File: src/rtl/sync_gray_ptr_n.sv
// Synchronises a Gray write pointer into r_clk, adds Gray->binary, change strobe/delta, Gray-violation flag and fill qualifier.
// Latency: STAGES edges to rsync_gray, STAGES+1 edges to rsync_bin/ptr_upd/ptr_delta/gray_err.
// Backpressure: none; outputs valid every cycle once sync_rdy is high.
module sync_gray_ptr_n #(
  parameter int DEPTH     = 8,
  parameter int STAGES    = 2,
  parameter int ERR_CHECK = 1
) (
  input  logic                   r_clk,
  input  logic                   rst_n,
  input  logic [$clog2(DEPTH):0] wptr_gray,
  input  logic                   err_clr,
  output logic [$clog2(DEPTH):0] rsync_gray,
  output logic [$clog2(DEPTH):0] rsync_bin,
  output logic                   ptr_upd,
  output logic [$clog2(DEPTH):0] ptr_delta,
  output logic                   gray_err,
  output logic                   sync_rdy
);

  localparam int AW = $clog2(DEPTH);
  localparam int PW = AW + 1;
  localparam logic [2:0] FILL_LAST = 3'(STAGES);
  localparam logic [PW-1:0] ONE = {{(PW-1){1'b0}}, 1'b1};

  // Illegal configurations stop elaboration rather than silently misbehaving.
  generate
    if (STAGES < 2 || STAGES > 4) begin : g_bad_stages
      $error("sync_gray_ptr_n: STAGES must be in 2..4");
    end
    if (DEPTH < 2 || (DEPTH & (DEPTH - 1)) != 0) begin : g_bad_depth
      $error("sync_gray_ptr_n: DEPTH must be a power of 2");
    end
  endgenerate

  // Gray to binary: each binary bit is the XOR of all Gray bits at or above it.
  function automatic logic [PW-1:0] g2b(input logic [PW-1:0] g);
    logic [PW-1:0] b;
    b[PW-1] = g[PW-1];
    for (int i = PW - 2; i >= 0; i--) begin
      b[i] = b[i+1] ^ g[i];
    end
    return b;
  endfunction

  logic [PW-1:0] sync_q [STAGES];
  logic [PW-1:0] g_q;
  logic [PW-1:0] bin_q,   bin_d;
  logic [PW-1:0] delta_q, delta_d;
  logic          upd_q,   upd_d;
  logic          err_q,   err_d;
  logic          rdy_q,   rdy_d;
  logic [2:0]    fill_q,  fill_d;

  logic [PW-1:0] gray_diff;
  logic          upd_raw;
  logic          multi_bit;
  logic          err_raw;

  // Metastability chain: first flop samples the asynchronous pointer, the rest only settle it.
  always_ff @(posedge r_clk or negedge rst_n) begin
    if (!rst_n) begin
      for (int k = 0; k < STAGES; k++) begin
        sync_q[k] <= '0;
      end
    end else begin
      sync_q[0] <= wptr_gray;
      for (int k = 1; k < STAGES; k++) begin
        sync_q[k] <= sync_q[k-1];
      end
    end
  end

  assign rsync_gray = sync_q[STAGES-1];

  // Post-chain stage: compare against the previous synchronised value and derive qualifiers.
  always_comb begin
    gray_diff = rsync_gray ^ g_q;
    upd_raw   = (rsync_gray != g_q);
    // More than one bit set <=> clearing the lowest set bit leaves something behind.
    multi_bit = |(gray_diff & (gray_diff - ONE));
    err_raw   = (ERR_CHECK != 0) && rdy_q && multi_bit;

    bin_d   = g2b(rsync_gray);
    upd_d   = rdy_q & upd_raw;
    delta_d = '0;
    if (rdy_q && upd_raw) begin
      // Modular difference, so a wrap through zero still reports the true step count.
      delta_d = g2b(rsync_gray) - g2b(g_q);
    end
    // A fresh violation outranks a clear arriving on the same edge.
    err_d = err_raw | (err_q & ~err_clr);
  end

  // Registers for the post-chain stage.
  always_ff @(posedge r_clk or negedge rst_n) begin
    if (!rst_n) begin
      g_q     <= '0;
      bin_q   <= '0;
      delta_q <= '0;
      upd_q   <= 1'b0;
      err_q   <= 1'b0;
    end else begin
      g_q     <= rsync_gray;
      bin_q   <= bin_d;
      delta_q <= delta_d;
      upd_q   <= upd_d;
      err_q   <= err_d;
    end
  end

  // Fill counter: saturates once the chain and compare stage hold post-reset data.
  always_comb begin
    fill_d = (fill_q == FILL_LAST) ? fill_q : fill_q + 3'd1;
    rdy_d  = rdy_q | (fill_q == FILL_LAST);
  end

  // Fill counter and ready flag registers; ready is sticky until the next reset.
  always_ff @(posedge r_clk or negedge rst_n) begin
    if (!rst_n) begin
      fill_q <= '0;
      rdy_q  <= 1'b0;
    end else begin
      fill_q <= fill_d;
      rdy_q  <= rdy_d;
    end
  end

  assign rsync_bin = bin_q;
  assign ptr_upd   = upd_q;
  assign ptr_delta = delta_q;
  assign gray_err  = err_q;
  assign sync_rdy  = rdy_q;

endmodule

File: config.mk
export PLATFORM = sky130hd
export DESIGN_NAME = sync_gray_ptr_n
export DESIGN_NICKNAME = d
export VERILOG_FILES = /design/src/rtl/sync_gray_ptr_n.sv
export SDC_FILE = /design/constraint.sdc
export NUM_CORES = 1
export LEC_CHECK = 0
export CAP_MARGIN = 20
export CORE_UTILIZATION = 44
export CTS_CLUSTER_SIZE = 25
export DETAILED_ROUTE_END_ITERATION = 10
export GPL_TIMING_DRIVEN = 0
export PLACE_DENSITY = 0.81
export SETUP_SLACK_MARGIN = 0.2
export SLEW_MARGIN = 30
export SYNTH_ARGS = -nofsm -noshare
export SYNTH_HDL_FRONTEND = slang
export SYNTH_SLANG_ARGS = --single-unit
File: constraint.sdc
create_clock -name r_clk -period 1.9 [get_ports r_clk]
set_input_delay 0.285 -clock r_clk [delete_from_list [all_inputs] [get_ports r_clk]]
set_output_delay 0.285 -clock r_clk [all_outputs]
set_load 0.1 [all_outputs]
==> metrics.md <==
| Metric | Value |
|---|---|
| Outcome | `finished, final reports clean` |
| Die X-Extent | `50.2 µm` |
| Share of layout cells above drive strength 1 | `37.4%` |
| Fin crit period | `1.89 ns` |
| Total wire length | `1470 µm` |
| Final Util | `62.1%` |
| Hold crit path type | `reg -> reg` |
| Total of max-cap violations | `0` |
| Peak per-stage delay on the critical path | `0.44 ns` |
| Initial DRC Count | `4` |
| Antenna Cells | `0` |
| Relative max-transition margin | `63.6%` |
| Pre-CTS setup slack | `-0.116 ns` |
| Crit path cell chain | `xor2_2 > xnor2_2 > xor2_1 > ha_2 > nor2b_1 > o21a_1 > o21bai_1 > o41ai_2` |
| Area grow syn2layout | `33.2%` |
| Final Worst Setup Slack | `0.0144 ns` |
| Critical path's slowest cell | `dfrtp_2` |
| Total clock sinks | `25` |
| CTS root buf | `clkbuf_4` |
| ANT nets after route | `0` |
| Worst-skew pair later-pin latency | `0.31 ns` |
| CTS clk-pin slew, worst paths | `0.12 ns` |
| CTS tree | `done` |
| Final setup viols | `0` |
| CTS Buf Count | `3` |
| Power per cell area | `1130 nW/µm²` |
| Vias | `611` |
| Placed cells | `123` |
| Req. time, crit path | `2.09 ns` |
| Starting density of the core | `46.7%` |
| Vias in the first global route | `642` |
| # port buffers | `21` |
| H-tree Lvls | `1` |
| Cell Area, Synth | `1020 µm²` |
| First-pass GRT wire length | `2560 µm` |
| Gr usage total | `13.8%` |
| Final-report hold violation count | `0` |
| Fin crit share | `99.2%` |
| Largest net degree at the start of global routing | `26` |
| WL per Instance | `10.9 µm` |
| Pins Over Slew Limit | `0` |
| Synth Net Count | `87` |
| DRC viols | `0` |
| Clk buf depth | `2` |
| Num rows | `17` |
| Chip Height | `50.2 µm` |
| Yosys warning count | `0` |
| Worst Tran Pin Value | `0.549 ns` |
| Max FO, Critical Path | `3` |
| Distinct cells, synth | `22` |
| Worst Setup End Kind | `register` |
| Max Freq | `530 MHz` |
| Commonest non-fill, non-tap cell in the layout | `dfrtp_1` |
| Skew final | `0.0140 ns` |
| WHS | `0.361 ns` |
| RSZ-0062 raised after global routing | `true` |
| Register bit count reported by yosys | `25` |
| Io pins | `22` |
| Die Area | `2520 µm²` |
| Pleak | `0.637 nW` |
| Post-synthesis sequential area ratio | `61.2%` |
| Routed vias/inst | `4.53` |
| Avg Cell Area, Syn | `13.8 µm²` |
| Antenna violations before repair | `0` |
| Critical setup path kind | `reg -> reg` |
| Startpoint Class | `register` |
| Pre-antenna DRT Iters | `4` |
| Nets@finish | `121` |
| Core area | `2190 µm²` |
| Layout Cells excl Fill | `135` |
| Hpwl dp | `1100 µm` |
| Post-Synthesis Cells | `74` |
| Final Wtd Congestion | `0.799` |
| Critical path arrival | `2.07 ns` |
| Most frequent cells in the layout | `dfrtp_1, buf_4, clkdlybuf4s15_2` |
| Total gr overflow | `0` |
| Peak VDD IR | `1040 µV` |
==> timing repair <==
action                                  4_1_cts  5_1_grt
endpoints found under the setup margin       18        7
hold buffers                                  1        0
endpoints found under the hold margin        25        0
pin swaps                                     4        3
setup buffers                                 5        2
gates resized for setup                      53        7
==> report_power, final <==
group	internal (mW)	leakage, nW	switching (mW)
Sequential	0.592	0.285	0.0224
Clock	0.0819	0.0150	0.146
Combinational	0.173	0.337	0.520
Total	0.848	0.637	0.688
==> routing by layer <==
metal / routed length, µm / track usage (%) / vias to the layer above / part of all wire (%)
li1: - / - / 296 / -
met1: 616 / 15.7 / 295 / 42
met2: 767 / 24.4 / 18 / 52
met3: 68 / 2.12 / 2 / 4.6
met4: 15 / 7.62 / 0 / 1.0
met5: 0 / 0 / - / 0
==> worst max-delay path: cells and delay by family, from the launching register on <==
| kind | cells | cell delay [ns] |
|---|---|---|
| flip-flops | 1 | 0.44 |
| AND/OR/NAND/NOR | 1 | 0.05 |
| adder cells (fa/ha/maj) | 1 | 0.24 |
| XOR/XNOR | 3 | 0.61 |
| AO/OA/AOI/OAI | 3 | 0.43 |
==> cell families (layout without fill, tap and decap cells) <==
family | after synthesis | count (layout) | share of synthesized area (%)
simple gates | 12 | 12 | 5.75
flops | 25 | 25 | 61.2
xor+xnor | 12 | 12 | 12.5
buf+inv | 11 | 44 | 5.88
mux | 1 | 1 | 0.979
fa+ha+maj | 7 | 7 | 9.06
compound gates | 6 | 6 | 4.65
==> metrics by stage <==
step	instance area, µm²	total power, mW	setup TNS, ns
3_3_place_gp	1270	1.30	-0.314
3_5_place_dp	1260	1.31	-0.603
5_1_grt	1360	1.61	-0.276
4_1_cts	1350	1.54	0
2_1_floorplan	1020	1.15	0
6_report	1360	1.54	0
==> worst paths after layout <==
check / from / end / slack [ns] / cells past startpoint
min: sync_q[6] / rsync_gray[2] / 0.36 / 0
max: rsync_gray[2] / ptr_delta[3] / 0.01 / 8
max in group asynchronous: rst_n / rsync_gray[3] / 1.05 / 2
min in group asynchronous: rst_n / sync_q[4] / 0.45 / 2
max reg2reg: rsync_gray[2] / ptr_delta[3] / 0.01 / 8
min reg2reg: sync_q[6] / rsync_gray[2] / 0.36 / 0
==> area by class of cell <==
| class | count | area (µm²) |
|---|---|---|
| multi-input combinational | 38 | 354 |
| buffer | 5 | 37.5 |
| sequential | 25 | 628 |
| timing repair buffer | 29 | 258 |
| tap | 28 | 35.0 |
| fill | 186 | 830 |
| clock buffer | 4 | 26.3 |
| inverter | 6 | 22.5 |
==> state kept, by name, indices dropped and copies added (netlist names) <==
register	count
ptr_delta	4
rsync_bin	4
rsync_gray	4
sync_q	4
fill_q	3
g_q	3
gray_err	1
ptr_upd	1
sync_rdy	1
==> Yosys cell counts <==
cell type | n | share of area (%)
dfrtp_1 | 25 | 61
inv_1 | 6 | 2.2
xor2_1 | 6 | 5.1
buf_4 | 5 | 3.7
ha_1 | 5 | 6.1
nand2b_1 | 4 | 2.4
nor2_1 | 4 | 1.5
xnor2_1 | 3 | 2.6
nand2_1 | 2 | 0.73
xnor2_2 | 2 | 3.2
a21bo_2 | 1 | 0.98
a21oi_1 | 1 | 0.49
fa_1 | 1 | 2.0
maj3_1 | 1 | 0.98
mux2i_1 | 1 | 0.98
nor2b_1 | 1 | 0.61
nor3_1 | 1 | 0.49
o21a_1 | 1 | 0.73
o21bai_1 | 1 | 0.73
o221ai_1 | 1 | 0.86
o41ai_1 | 1 | 0.86
xor2_2 | 1 | 1.6
No activity file was read; power rests on OpenSTA's default activity.
